[src/rtl/atari_pot_scan.sv]
// POKEY-style paddle scanner: maps signed axis values to pot counts 1..228 and
// replays the POT0..POTn counters and ALLPOT status after each POTGO strobe.
module atari_pot_scan #(
  parameter int NUM_POTS = 4
) (
  input  logic                    CLK,
  input  logic                    RESET_N,
  input  logic                    ENABLE_179,
  input  logic                    LINE_STB,
  input  logic                    FAST_SCAN,
  input  logic                    POTGO,
  input  logic [NUM_POTS-1:0]     POT_CONNECTED,
  input  logic [8*NUM_POTS-1:0]   AXIS,
  output logic [8*NUM_POTS-1:0]   POT_OUT,
  output logic [NUM_POTS-1:0]     ALLPOT,
  output logic                    SCAN_BUSY
);

  localparam logic [1:0] ST_IDLE     = 2'd0;
  localparam logic [1:0] ST_SCAN     = 2'd1;
  localparam logic [1:0] ST_COMPLETE = 2'd2;
  localparam logic [7:0] POT_MAX     = 8'd228;

  logic [1:0]          state_q, state_d;
  logic [7:0]          cnt_q    [NUM_POTS];
  logic [7:0]          cnt_d    [NUM_POTS];
  logic [7:0]          target_q [NUM_POTS];
  logic [7:0]          target_d [NUM_POTS];
  logic [NUM_POTS-1:0] allpot_q, allpot_d;
  logic                busy_q, busy_d;

  logic [15:0]         product    [NUM_POTS];
  logic [7:0]          target_map [NUM_POTS];
  logic [7:0]          cnt_inc    [NUM_POTS];
  logic                tick;

  // Flipping the sign bit turns the signed axis into its offset-binary 0..255 form.
  always_comb begin
    for (int i = 0; i < NUM_POTS; i++) begin
      product[i]    = {8'd0, AXIS[8*i +: 8] ^ 8'h80} * 16'd228;
      target_map[i] = POT_CONNECTED[i] ? (product[i][15:8] + 8'd1) : POT_MAX;
    end
  end

  assign tick = FAST_SCAN ? ENABLE_179 : LINE_STB;

  always_comb begin
    state_d  = state_q;
    allpot_d = allpot_q;
    busy_d   = |allpot_q;
    for (int i = 0; i < NUM_POTS; i++) begin
      cnt_d[i]    = cnt_q[i];
      target_d[i] = target_q[i];
      cnt_inc[i]  = cnt_q[i] + 8'd1;
    end

    if (POTGO) begin
      state_d  = ST_SCAN;
      allpot_d = '1;
      busy_d   = 1'b1;
      for (int i = 0; i < NUM_POTS; i++) begin
        cnt_d[i]    = 8'd0;
        target_d[i] = target_map[i];
      end
    end else if (state_q == ST_SCAN) begin
      if (allpot_q == '0) begin
        state_d = ST_COMPLETE;
      end else if (tick) begin
        for (int i = 0; i < NUM_POTS; i++) begin
          if (allpot_q[i]) begin
            // The 228 ceiling ends a pot even when its captured target is unreachable.
            if (cnt_q[i] >= POT_MAX) begin
              allpot_d[i] = 1'b0;
            end else begin
              cnt_d[i] = cnt_inc[i];
              if (cnt_inc[i] == target_q[i] || cnt_inc[i] == POT_MAX) begin
                allpot_d[i] = 1'b0;
              end
            end
          end
        end
      end
    end
  end

  always_ff @(posedge CLK or negedge RESET_N) begin
    if (!RESET_N) begin
      state_q  <= ST_IDLE;
      allpot_q <= '0;
      busy_q   <= 1'b0;
      for (int i = 0; i < NUM_POTS; i++) begin
        cnt_q[i]    <= 8'd0;
        target_q[i] <= 8'd0;
      end
    end else begin
      state_q  <= state_d;
      allpot_q <= allpot_d;
      busy_q   <= busy_d;
      for (int i = 0; i < NUM_POTS; i++) begin
        cnt_q[i]    <= cnt_d[i];
        target_q[i] <= target_d[i];
      end
    end
  end

  always_comb begin
    for (int i = 0; i < NUM_POTS; i++) begin
      POT_OUT[8*i +: 8] = cnt_q[i];
    end
  end

  assign ALLPOT    = allpot_q;
  assign SCAN_BUSY = busy_q;

endmodule

[config.mk]
export PLATFORM = sky130hd
export DESIGN_NAME = atari_pot_scan
export DESIGN_NICKNAME = d
export VERILOG_FILES = /design/src/rtl/atari_pot_scan.sv
export SDC_FILE = /design/constraint.sdc
export NUM_CORES = 1
export LEC_CHECK = 0
export ABC_AREA = 1
export BUFFER_PORTS_ARGS = -buffer_cell sky130_fd_sc_hd__buf_2
export CORE_MARGIN = 10
export CORE_UTILIZATION = 45
export CTS_CLUSTER_DIAMETER = 120
export CTS_CLUSTER_SIZE = 30
export DETAILED_ROUTE_END_ITERATION = 16
export GPL_ROUTABILITY_DRIVEN = 0
export HOLD_SLACK_MARGIN = 0.05
export PLACE_DENSITY_LB_ADDON = 0.15
export SLEW_MARGIN = 30
export SYNTH_ARGS = -nofsm -noshare
export SYNTH_HDL_FRONTEND = slang
export SYNTH_SLANG_ARGS = --single-unit
[constraint.sdc]
create_clock -name CLK -period 1.85 [get_ports CLK]
set_input_delay 0.2775 -clock CLK [delete_from_list [all_inputs] [get_ports CLK]]
set_output_delay 0.2775 -clock CLK [all_outputs]
set_load 0.05 [all_outputs]
* Word-level counts from Yosys, hierarchy flattened
Cells that the tools add are included.
Storage, ports and cells: register bits after elaboration 71, input port bits 42, output and inout bits 37, logic and storage cells 101
Cells by class: add/subtract/negate cells 8, multipliers 4, magnitude comparators 4, eq/ne operators 14, mux-type cells 37, bitwise gates (word level) 4, reductions and logical operators 19
Operators by type and width (count):
- 32-bit two-way mux | 4
- 8-bit two-way mux | 12
- 8-bit by 1-bit adder with 8-bit output, second input constant | 8
- 8-bit by 6-bit multiplier with 14-bit output, second input constant | 4
- 8-bit == test | 4
- 8-bit == test, second input constant | 4
- 8-bit >= comparator, second input constant | 4
- 5-bit AND reduction | 4
- 4-bit two-way mux | 4
- 1-bit two-way mux | 14
- 2-bit nonzero test | 7
- 2-bit inequality test, second input constant | 5
- 2-bit two-way mux | 3
- 4-bit zero test | 1
- 1-bit logical OR | 4
- 1-bit NOT | 4
- 4-bit OR reduction | 1
- 3-bit AND reduction | 1
- 2-bit by 1-bit == test with 1-bit output, second input constant | 1
- 2-bit AND reduction | 1

* Longest topological paths before layout
word-level depth 10, gate-level depth with buffers 21, gate-level depth less buffers 21

* Worst setup path before layout
OpenSTA, ideal clock, no wires.
path kind input to register, from input AXIS[16], to register target_q[12] (netlist name), setup time 0.129 ns, data arrival time 3.096 ns, required time 1.721 ns, slack -1.374 ns, stages 17, path buffers 0, path through fa_1 > inv_1 > fa_1 > inv_1 > ha_1 > nand2_1 > nor2_1 > inv_1 > fa_1 > xor2_1 > inv_1 > ha_1 > nand3_1 > nor3_1 > nor2_1 > o21ai_0 > o21ai_0
On the way: cells in the longest elaborated chain, start to end 3
Ends and longest elaborated chain:
- start: declaration | RTL line 13 | input logic [8*NUM_POTS-1:0] AXIS,
- 8-bit by 6-bit multiplier with 14-bit output | RTL line 40 | product[i] = {8'd0, AXIS[8*i +: 8] ^ 8'h80} * 16'd228;
- 8-bit by 1-bit adder with 8-bit output | RTL line 41 | target_map[i] = POT_CONNECTED[i] ? (product[i][15:8] + 8'd1) : POT_MAX;
- 8-bit two-way mux | RTL line 41
- end signal: indexed assignment | RTL line 101 | target_q[i] <= target_d[i];
- end: declaration | RTL line 27 | logic [7:0] target_q [NUM_POTS];
Every way passes these cells. A chain may end at the register's enable or synchronous reset.

* Worst setup path in the final report
from input AXIS[16], to register target_q[14] (netlist name)
Same word-level chain as after synthesis.

==> results.toml <==
[clock_network]
cts_tree = "yes"
path_clk_slew_ns = 0.06
cts_buffers = 9
clkSinkCount = 71
htree_levels = 3
clock_path_buffers = 2
clk_latency_ns = 0.33
clock-root-buffer = "clkbuf_16"

[yosys]
synth_top_area_frac = 0.220
synth_edf_count = 0
avgSynthCellArea_um2 = 7.34
synthCells = 1100
yosysMostFrequentCell = "nand2_1"
async_reset_ff_frac = 1.00
yosys.cell_types.count = 40
netlist_area_mm2 = 0.00807
yosysWarnings = 0
yosys-top-cells-count = "272 x nand2_1, 219 x inv_1, 104 x ha_1, 82 x nand3_1, 71 x dfrtp_1"
synth_top_area_cell = "dfrtp_1"
synth_area_leaders = "dfrtp_1 22%, ha_1 16%, nand2_1 13%"
ys_seq_area_frac = 0.220
synth_nets = 1290
synth_seq_cells = 71
ys.flop_type = "dfrtp_1"

[power]
powerDensity_mw_per_mm2 = 993
ir_worst_vdd_mv = 0.522
leakagePower_nw = 5.63
p_total_mw = 10.5

[timing]
hold_viol_final = 0
setup_slack_ns = -1.20
fmaxAchievable_ghz = 0.328
post-route-period-util = 1.65
worst_slew_pin_slew_ns = 0.383
report.final.slew_viol_count = 0
relSlewSlack = 0.744
rsz0062_at_grt = "yes"
fin_crit_ns = 3.05
finClkSkew_ns = 0.00638
setup_viol = 32
setup_tns_ns = -31.72

[drt]
drtPass1Iterations = 4
postRouteAntennaNets = 0
vias = 7467
route.detailed.drc = 0
vias_per_cell = 4.90
drtIter0Drc = 270
drt-total-wl_mm = 18.9
wire_per_inst_um = 12.4

[grt]
grt_overflow = 0
grt_util_all_layers = 0.158
grt_pass1_wl_mm = 32.5
grt_pass1_vias = 7224
grt_max_degree = 29
antenna_found_initial = 0

[status]
status = "complete, but fails checks"
violations = "setup timing"

[placement]
port_buffers = 78
dp_hpwl_mm = 15.3
dp_slack_ns = -1.57
placed_area_mm2 = 0.00954

[setup_path]
crit_fanout = 2
critical_path.top_delay_family = "adder cells"
worst-path-buf-inv = 7
endpoint_kind = "register"
critPathMostFrequentCell = "inv_1"
arrival_ns = 3.28
crit_path_top_delay_cell = "fa_1"
timing_worst_setup_path_type = "in2reg"
setup.worst_path.start_class = "input port"
slowest_delay_ns = 0.52
crit_required_ns = 2.08
crit_path_cell_trace = "buf_8, fa_1, inv_1, fa_1, inv_1, ha_1, nand2_1, nor2_2, inv_1, fa_2, inv_2, nand2_2, nand3b_1, buf_4, nand3_4, nor2_4, nand3_2, nand2_2, nand3_2, nand2_1, inv_1"

[floorplanning]
ioPinCount = 79
num_rows = 48
die-area_mm2 = 0.0237
die_y_um = 154
die_x_um = 154
start_util = 0.464
core-area_mm2 = 0.0174

[layout]
diodes = 0
finalNetCount = 1483
design_area_mm2 = 0.0105
area.growth.synth_to_final_pct = 30.4
utilization = 0.605
drive_gt1_frac = 0.285

[hold_path]
hp-class = "in2reg"

[job]
drv_cap = 0
-- registers in the layout, summed over array words and instances, names as in the netlist --
name	flops
ALLPOT	4
target_q	32
POT_OUT	32
SCAN_BUSY	1
state_q	2
-- cells by family after synthesis --
kind of cell | count (synthesis) | synth area share
AND/OR/NAND/NOR | 495 | 0.274
buffers and inverters | 239 | 0.113
adder cells (fa/ha/maj) | 148 | 0.270
AO/OA/AOI/OAI | 111 | 0.0812
flip-flops | 71 | 0.220
XOR/XNOR | 36 | 0.0417
-- where the power goes --
part | switching, mW | internal, mW | leakage [nW] | total (mW)
logic | 3.64 | 3.06 | 4.61 | 6.70
clock network | 0.664 | 1.08 | 0.149 | 1.74
registers | 0.194 | 1.82 | 0.867 | 2.01
total | 4.50 | 5.96 | 5.63 | 10.5
-- area by class of cell --
type / count / area (µm²)
Fill cell: 1619 / 6890
Multi-Input combinational cell: 790 / 5940
Sequential cell: 71 / 1790
Timing Repair Buffer: 189 / 1350
Inverter: 232 / 873
Tap cell: 225 / 282
Clock buffer: 11 / 243
Clock inverter: 5 / 57.6
-- per-stage QoR --
stage / instances / hold slack (ns)
floorplan: 1100 / -0.0181
global placement: 1489 / 0.225
detailed placement: 1489 / 0.226
CTS: 1515 / 0.275
global route: 1523 / 0.301
finish: 1523 / 0.278
-- cells in the final DEF (no fill, tap or decap), types with 11 or more instances in the layout --
cell / netlist / routed
nand2_1: 272 / 241
inv_1: 219 / 202
buf_4: 0 / 97
ha_1: 104 / 91
buf_2: 3 / 69
nand3_1: 82 / 66
dfrtp_1: 71 / 63
nor2_1: 64 / 55
fa_1: 44 / 40
nand2_2: 12 / 38
inv_2: 13 / 29
o22ai_1: 27 / 26
nand4_1: 26 / 26
a21oi_1: 23 / 20
buf_6: 1 / 19
xor2_1: 20 / 18
o21ai_1: 12 / 18
nand3_2: 5 / 18
nor2_4: 5 / 14
o21ai_0: 27 / 12
o21ai_2: 2 / 11
nor3_1: 12 / 11
ha_4: 0 / 11
-- metal layers --
| layer | part of all wire | wire length, µm | vias up | GRT usage |
|---|---|---|---|---|
| met4 | 0.017 | 320 | 0 | 0.0513 |
| met2 | 0.47 | 8940 | 116 | 0.256 |
| met5 | 0 | 0 | - | 0 |
| met3 | 0.029 | 557 | 21 | 0.0198 |
| li1 | - | - | 3892 | - |
| met1 | 0.48 | 9110 | 3438 | 0.212 |
-- repair_timing --
item	4_1_cts	5_1_grt
buffers inserted	10	10
endpoints found under the hold margin	25	0
hold buffers	1	0
endpoints found under the setup margin	32	42
gates resized for setup	61	79
pin swaps	45	41
-- worst register-to-register path, stage by stage, from the launching register on --
cell and delay, ns:
dfrtp_2 0.48, inv_4 0.11, ha_4 0.21, xnor2_2 0.15
nand2_1 0.09, a21oi_2 0.10, nand2_1 0.07, nor2_1 0.09
nand3_1 0.10, nand2_2 0.08, nand2_1 0.05, nand2_1 0.06
nand2_1 0.04
-- worst paths after layout --
path                       depth (start not counted)              from            to  slack, ns
setup / recovery                                  21          AXIS[16]  target_q[14]      -1.20
hold / removal                                     3  POT_CONNECTED[1]  target_q[16]       0.28
setup reg to reg                                  12        POT_OUT[0]     ALLPOT[0]       0.12
hold reg to reg                                    2      target_q[16]  target_q[16]       0.51
max in group asynchronous                          3           RESET_N  target_q[13]       0.92
min in group asynchronous                          2           RESET_N   POT_OUT[24]       0.41
Note: power is estimated with default switching activity, not from simulation.
